### src/rtl/systolic_mm_array.sv
// systolic_mm_array: output-stationary unsigned matrix-multiply array
//
// Operands are loaded one word at a time (B columns first, then A rows).
// One full set of W+H words forms a wavefront. That wavefront is pushed
// skewed through an H x W grid of PEs. Each PE accumulates row*col into its
// own accumulator. Results are read out row-major, either by popping them
// one at a time with yumi_i or by streaming them all with flush_i.
//
// Ports:
//   clk_i     rising-edge clock
//   reset_i   asynchronous active-low reset, clears all state
//   en_i      global enable; when low all state holds
//   flush_i   start streaming all results (idle, pointer at slot 0 only)
//   ready_o   idle; a load word or a flush can be accepted
//   valid_i   data_i carries an operand word
//   data_i    operand word
//   valid_o   data_o holds a result
//   yumi_i    consumer pops the current result
//   data_o    current result, 0 when valid_o is low
//   busy_o    wavefront computing
//   onehot_o  {captured-slot mask, one-hot load pointer}
module systolic_mm_array #(
    parameter int width_p        = 8,
    parameter int array_width_p  = 2,
    parameter int array_height_p = 2
) (
    input  logic                                         clk_i,
    input  logic                                         reset_i,
    input  logic                                         en_i,
    input  logic                                         flush_i,
    output logic                                         ready_o,
    input  logic                                         valid_i,
    input  logic [width_p-1:0]                           data_i,
    output logic                                         valid_o,
    input  logic                                         yumi_i,
    output logic [width_p-1:0]                           data_o,
    output logic                                         busy_o,
    output logic [2*(array_width_p+array_height_p)-1:0]  onehot_o
);
    localparam int W  = array_width_p;
    localparam int H  = array_height_p;
    localparam int N  = W + H;
    localparam int M  = W * H;
    localparam int CW = $clog2(N + 1);
    localparam int RW = (M > 1) ? $clog2(M) : 1;

    logic [width_p-1:0] r_slot [N];
    logic [N-1:0]       r_ptr;
    logic [N-1:0]       r_cap;
    logic               r_busy;
    logic               r_stream;
    logic               r_done;
    logic [CW-1:0]      r_t;
    logic [RW-1:0]      r_rp;

    // w_a[r][c] / w_b[r][c] are the operands arriving at PE(r,c) this cycle
    logic [width_p-1:0] w_a  [H][W];
    logic               w_av [H][W];
    logic [width_p-1:0] w_b  [H][W];
    logic               w_bv [H][W];
    logic [width_p-1:0] w_acc [M];

    logic w_flush;
    logic w_load;
    logic w_adv;
    logic w_last;
    logic w_end;

    assign ready_o  = !r_busy && !r_stream;
    // A flush is only taken between loads, and it beats a same-cycle load word
    assign w_flush  = en_i && flush_i && ready_o && r_ptr[0];
    assign w_load   = en_i && valid_i && ready_o && !w_flush;
    assign valid_o  = r_done && !r_busy;
    assign data_o   = valid_o ? w_acc[r_rp] : '0;
    assign w_adv    = en_i && (w_flush || r_stream || (yumi_i && valid_o));
    assign w_last   = w_adv && (r_rp == RW'(M - 1));
    assign w_end    = en_i && r_busy && (r_t == CW'(N - 1));
    assign busy_o   = r_busy;
    assign onehot_o = {r_cap, r_ptr};

    always_ff @(posedge clk_i or negedge reset_i) begin
        if (!reset_i) begin
            for (int k = 0; k < N; k++) r_slot[k] <= '0;
            r_ptr    <= N'(1);
            r_cap    <= '0;
            r_busy   <= 1'b0;
            r_stream <= 1'b0;
            r_done   <= 1'b0;
            r_t      <= '0;
            r_rp     <= '0;
        end else if (en_i) begin
            if (w_load) begin
                for (int k = 0; k < N; k++) if (r_ptr[k]) r_slot[k] <= data_i;
                r_ptr <= {r_ptr[N-2:0], r_ptr[N-1]};
                r_cap <= r_cap | r_ptr;
                if (r_ptr[N-1]) r_busy <= 1'b1;
            end
            if (r_busy) begin
                r_t <= w_end ? '0 : r_t + 1'b1;
                if (w_end) begin
                    r_busy <= 1'b0;
                    r_done <= 1'b1;
                    r_cap  <= '0;
                end
            end
            if (w_adv) r_rp <= w_last ? '0 : r_rp + 1'b1;
            r_stream <= w_last ? 1'b0 : (w_flush ? 1'b1 : r_stream);
            if (w_last) r_done <= 1'b0;
        end
    end

    // Skewed injection: row r enters at step r, column c at step c, so both
    // operands meet in PE(r,c) at step r+c.
    for (genvar r = 0; r < H; r++) begin : g_rin
        assign w_a[r][0]  = r_slot[W+r];
        assign w_av[r][0] = r_busy && (r_t == CW'(r));
    end
    for (genvar c = 0; c < W; c++) begin : g_cin
        assign w_b[0][c]  = r_slot[c];
        assign w_bv[0][c] = r_busy && (r_t == CW'(c));
    end

    for (genvar r = 0; r < H; r++) begin : g_row
        for (genvar c = 0; c < W; c++) begin : g_col
            logic [width_p-1:0] r_acc;
            if (c < W - 1) begin : g_ap
                logic [width_p-1:0] r_a;
                logic               r_av;
                always_ff @(posedge clk_i or negedge reset_i) begin
                    if (!reset_i) begin
                        r_a  <= '0;
                        r_av <= 1'b0;
                    end else if (en_i) begin
                        r_a  <= w_a[r][c];
                        r_av <= w_av[r][c];
                    end
                end
                assign w_a[r][c+1]  = r_a;
                assign w_av[r][c+1] = r_av;
            end
            if (r < H - 1) begin : g_bp
                logic [width_p-1:0] r_b;
                logic               r_bv;
                always_ff @(posedge clk_i or negedge reset_i) begin
                    if (!reset_i) begin
                        r_b  <= '0;
                        r_bv <= 1'b0;
                    end else if (en_i) begin
                        r_b  <= w_b[r][c];
                        r_bv <= w_bv[r][c];
                    end
                end
                assign w_b[r+1][c]  = r_b;
                assign w_bv[r+1][c] = r_bv;
            end
            always_ff @(posedge clk_i or negedge reset_i) begin
                if (!reset_i) r_acc <= '0;
                else if (en_i) begin
                    if (w_last) r_acc <= '0;
                    else if (w_av[r][c] && w_bv[r][c]) r_acc <= r_acc + w_a[r][c] * w_b[r][c];
                end
            end
            assign w_acc[r*W+c] = r_acc;
        end
    end
endmodule

### config.mk
export PLATFORM = sky130hd
export DESIGN_NAME = systolic_mm_array
export DESIGN_NICKNAME = d
export VERILOG_FILES = /design/src/rtl/systolic_mm_array.sv
export SDC_FILE = /design/constraint.sdc
export NUM_CORES = 1
export LEC_CHECK = 0
export BUFFER_PORTS_ARGS = -buffer_cell sky130_fd_sc_hd__buf_4
export CAP_MARGIN = 40
export CORE_ASPECT_RATIO = 1.2
export CORE_MARGIN = 2
export CORE_UTILIZATION = 35
export DETAILED_ROUTE_END_ITERATION = 10
export GPL_TIMING_DRIVEN = 0
export PLACE_DENSITY_LB_ADDON = 0.3
export SLEW_MARGIN = 25
export SYNTH_ARGS = -nofsm -noshare
export SYNTH_HDL_FRONTEND = slang
export SYNTH_SLANG_ARGS = --single-unit
### constraint.sdc
create_clock -name clk_i -period 5.3 [get_ports clk_i]
set_input_delay 0.795 -clock clk_i [delete_from_list [all_inputs] [get_ports clk_i]]
set_output_delay 0.795 -clock clk_i [all_outputs]
set_load 0.05 [all_outputs]
# Word-level counts from Yosys, hierarchy flattened
# Cells that the tools add are included.
op_classes:
  n_addsub: 6
  multipliers: 4
  magnitude_cmp: 1
  eq_ne: 3
  mux: 26
  bitwise_logic: 2
  n_reduce_logical: 40
ops:
  columns: ["cell", "count"]
  rows:
  - ["$mux 8", 11]
  - ["$add 8x8->8", 4]
  - ["$mul 8x8->8", 4]
  - ["$bmux 8 s2", 1]
  - ["$logic_and 1x1->1", 16]
  - ["$reduce_and 3->1", 5]
  - ["$reduce_and 2->1", 7]
  - ["$mux 4", 3]
  - ["$reduce_bool 2->1", 6]
  - ["$mux 1", 9]
  - ["$or 4x4->4", 1]
  - ["$add 3x1->3 const B", 1]
  - ["$eq 3x1->1 const B", 1]
  - ["$eq 3x2->1 const B", 1]
  - ["$ge 3x3->1 const B", 1]
  - ["$logic_not 1->1", 3]
  - ["$logic_not 3->1", 1]
  - ["$mux 3", 1]
  - ["$not 2->3", 1]
  - ["$add 2x1->2 const B", 1]
  - ["$eq 2x2->1 const B", 1]
  - ["$logic_or 1x1->1", 2]
  - ["$mux 2", 1]
word_totals:
  register_bits: 114
  in_bits: 14
  output_inout_bits: 19

# Depth between registers and ports, before layout
logic_depth:
  word_depth: 10
  ltp_mapped: 18

# Worst setup path after synthesis
# No wires, ideal clock.
synth_timing:
  path_type: "register to register"
  startpoint: "register g_row[0].g_col[0].g_bp.r_b[0]"
  endpoint: "register g_row[1].g_col[0].r_acc[7]"
  setup_time_ps: 121
  t_arrival_ps: 3705
  slack_ps: 1474
  path_stages_with_launch: 16
  synth_period_minus_slack_ps: 3826
  path_cell_list: "dfrtp_1 clkbuf_1 nand2_1 fa_1 inv_1 fa_1 ha_1 inv_1 fa_1 inv_1 fa_1 a21o_1 a21oi_1 xnor2_1 xnor2_1 a22o_1"
synth_between:
  elab_chain_len: 4
synth_rtl:
  columns: ["item", "line", "source"]
  rows:
  - ["from (decl)", "142", "logic [width_p-1:0] r_b;"]
  - ["from (signal assigned)", "149", "r_b <= w_b[r][c];"]
  - ["$mul 8x8->8", "160", "else if (w_av[r][c] && w_bv[r][c]) r_acc <= r_acc + w_a[r][c] * w_b[r][c];"]
  - ["$add 8x8->8", "160", null]
  - ["$mux 8", "160", null]
  - ["$mux 8", "159", "if (w_last) r_acc <= '0;"]
  - ["to (signal assigned)", "160", null]
  - ["to (decl)", "125", "logic [width_p-1:0] r_acc;"]
# No other way between the ends. The select of a mux whose other input is x is not followed.
# A chain may end at the register's enable or synchronous reset.

# Worst setup path in the final report
# Same ends and word-level chain as after synthesis.

==> parameters.txt <==
Parameter                              Value

Outcome
  Outcome    completed

Global routing
  Largest net degree at the start of global routing    66
  Global routing usage summed across all routing layers    between 10% and 20%
  Initial antenna violation count    0
  GRT overflow    0
  Wire length of the first global-routing pass    about 35,000 um
  Via count of the first global-routing pass    about 6,300

Placement
  Area after DPL    9560 sq um
  HPWL after DPL    16,000 um
  Placed cell count    ~1,200
  Routability Congestion    0.811
  Count of port buffers added during placement    32

Job
  Maximum capacitance violations    0

Min path
  Classification of the worst-slack hold path    in2async

Cells and area
  Area overhead of the layout relative to synthesis    14.6%
  Number of antenna repair diodes    0
  Final non-filler cell total    about 1,200
  Fill cell count    between 2,000 and 2,500
  Sequential cell area    roughly 2900 sq um
  Final Cell Area    10,200 sq um
  Core occupancy in the finished layout    around two fifths
  Fraction of final layout cells sized beyond drive strength 1    17.4%
  Area taken by multi-input logic gates    around 5300 sq um
  # nets final    roughly 1,100

Synthesis
  Post-synthesis cell type count    38
  Portion of netlist area occupied by mux cells    about a tenth
  Biggest area contributors in the synthesized netlist    dfrtp_1 (32%), fa_1 (16%), ha_1 (10%)
  Xor and xnor area share after synthesis    roughly 6.9%
  Dominant cell type by area after synthesis    dfrtp_1
  Number of register bits inferred by synthesis    about 110
  Most common cell in the synthesized netlist    inv_1
  Sequential cell area fraction in the yosys report    roughly a third
  Ys flop type    dfrtp_1
  Async set or reset register ratio after synthesis    100%
  Fraction of post-synthesis cell area in the top cell type by area    31.8%
  Yosys warning count    0
  Cell area after technology mapping    between 8000 and 9000 sq um
  Mapped Nets    between 1,000 and 1,500
  Dominant combinational cell family by area after synthesis    adder cells
  Post-synthesis adder-cell area fraction    approximately a quarter
  Number of enable-type register cells in the synthesized netlist    0
  Complex-gate fraction of the synthesized area    under 10%
  Synth cell count leaders    inv_1 (152), nand2_1 (117), dfrtp_1 (113)
  Syn avg cell area    around 10 sq um
  Share of synthesized cell area in and, or, nand and nor gates    10.9%
  Number of instances in the synthesized netlist    around 850

Clock network
  Longest Clk Path Bufs    2
  Post-cts resize count    0
  Clock tree from TritonCTS    done
  Postcts setup bufs    0
  Number of sinks handled by clock tree synthesis    about 110
  CTS H-tree depth    4
  Total clock buffers created by CTS    17
  Number of buffers added to fix hold violations after cts    0
  Clock slew seen by the registers of the worst setup and hold paths    0.06 ns
  Clock insertion delay at the later pin of the skew report    about 0.42 ns
  CTS root buffer    clkbuf_16

Timing
  Setup TNS    0 ns
  Setup repair after global routing missed its margin    no
  Slew Limit Headroom    ~46%
  Least-Margin Pin Slew    roughly 0.82 ns
  Total of endpoints with negative setup slack in the final report    0
  Maximum clock frequency    239 MHz
  Worst Clk Skew    0.00975 ns
  Shortest period the worst path allows    4.18 ns
  Final-report hold violation count    0
  Slew Viols, Final    0
  Fin crit share    78.9%

Routing
  Met2 routed wirelength    10,400 um
  Detailed-route vias per instance    roughly 4.7
  Met1 routed wirelength after detailed routing    9010 um
  Top layer used by detailed routing    met4
  WL/cell    approximately 16 um
  Detailed Routing Iterations Pass 1    4
  Routed length on met3    roughly 600 um
  Final wirelength    20,500 um
  Antenna viol nets, final    0
  Number of remaining DRC errors    0
  Vias    5,845
  Drt initial violations    ~240

Worst setup path
  Nature of the critical path endpoint    flop
  Arrival time at the worst endpoint    approximately 4.5 ns
  Critical path required time    approximately 5.6 ns
  Maximum fanout along the worst path    9
  Critical Path Start Type    flop
  Critical path type    reg2reg

Die
  DIE WIDTH    149 um
  Number of top-level design ports    33
  Core Area    about 25,000 sq um
  Die height    between 150 and 200 um
  Site row count    63
  Effective utilization at floorplan    about 36%
  Die area    26,700 sq um
## cell families after synthesis
family,count (synthesis)
buffers and inverters,176
DFF,114
AOI/OAI and AO/OA,68
and+or+nand+nor,206
muxes,74
xor gates and xnor gates,70
adders and majority gates,145
## metrics by stage
step | setup WS (ns) | hold WS [ns]
2_1_floorplan | 1.47 | 0.455
3_3_place_gp | 1.13 | 0.474
3_5_place_dp | 1.11 | 0.489
4_1_cts | 1.07 | 0.285
5_1_grt | 0.780 | 0.286
6_report | 1.12 | 0.273
## worst max-delay path, cell delays in order (launching register included)
cell and delay (ns):
dfrtp_1 0.32, clkbuf_1 0.38, nand2_1 0.14, fa_1 0.51
inv_1 0.05, fa_1 0.46, ha_1 0.29, inv_1 0.05
fa_1 0.52, inv_1 0.07, fa_1 0.46, a21o_1 0.19
a21oi_1 0.17, xnor2_1 0.15, xnor2_1 0.12, a22o_1 0.20
## state kept, by name, summed over array words and instances, names as in the netlist
name and count:
g_row.g_col.r_acc 32, r_slot 32, g_row.g_col.g_ap.r_a 16, g_row.g_col.g_bp.r_b 16, r_cap 4, r_ptr 4, r_t 3, r_rp 2
busy_o 1, g_row.g_col.g_bp.r_bv 1, g_row.g_col.g_ap.r_av 1, r_done 1, r_stream 1
## final timing paths
check | start | end | slack (ns) | depth (start not counted)
setup / recovery | g_row[0].g_col[0].g_bp.r_b[0]$_DFFE_PN0P_ | g_row[1].g_col[0].r_acc[7]$_DFFE_PN0P_ | 1.12 | 15
setup reg to reg | g_row[0].g_col[0].g_bp.r_b[0]$_DFFE_PN0P_ | g_row[1].g_col[0].r_acc[7]$_DFFE_PN0P_ | 1.12 | 15
hold / removal | reset_i | r_cap[1]$_DFFE_PN0P_ | 0.27 | 1
min in group clk_i | r_done$_DFFE_PN0P_ | r_done$_DFFE_PN0P_ | 0.50 | 2
max in group asynchronous | reset_i | g_row[0].g_col[1].g_bp.r_b[0]$_DFFE_PN0P_ | 4.37 | 2
hold reg to reg | r_done$_DFFE_PN0P_ | r_done$_DFFE_PN0P_ | 0.50 | 2
## routing by layer
| layer | up-vias | track usage, % |
|---|---|---|
| li1 | 2803 | - |
| met1 | 2938 | 21.8 |
| met2 | 82 | 29.4 |
| met3 | 22 | 2.58 |
| met4 | 0 | 5.52 |
| met5 | - | 0 |
## area by class of cell
cell class              count  share of cell area (%)
repair buffers             33                    2.70
clock inverters            14                    1.73
well taps                 325                    4.00
plain buffers              24                    1.19
inverters                 152                    5.61
flip-flops and latches    114                    28.0
clock buffers              18                    4.32
multi-input cells         563                    52.4
## placed cells by master, fill, tap and decap left out, drive strengths merged, types with 2 or more instances in the layout
cell type,instances
a21o,8
a21oi,23
a22o,21
and2,56
and3,2
buf,44
bufinv,3
clkbuf,31
clkinv,4
clkinvlp,2
dfrtp,113
fa,72
ha,73
inv,157
mux2,66
mux4,8
nand2,117
nand3,4
nor2,14
nor2b,5
nor3,3
o21a,2
o21ai,10
or3,2
xnor2,59
xor2,11
Power is left out: the tool's default activity adds up to more than one toggle a clock period on the data nets, which glitch-free logic cannot reach.
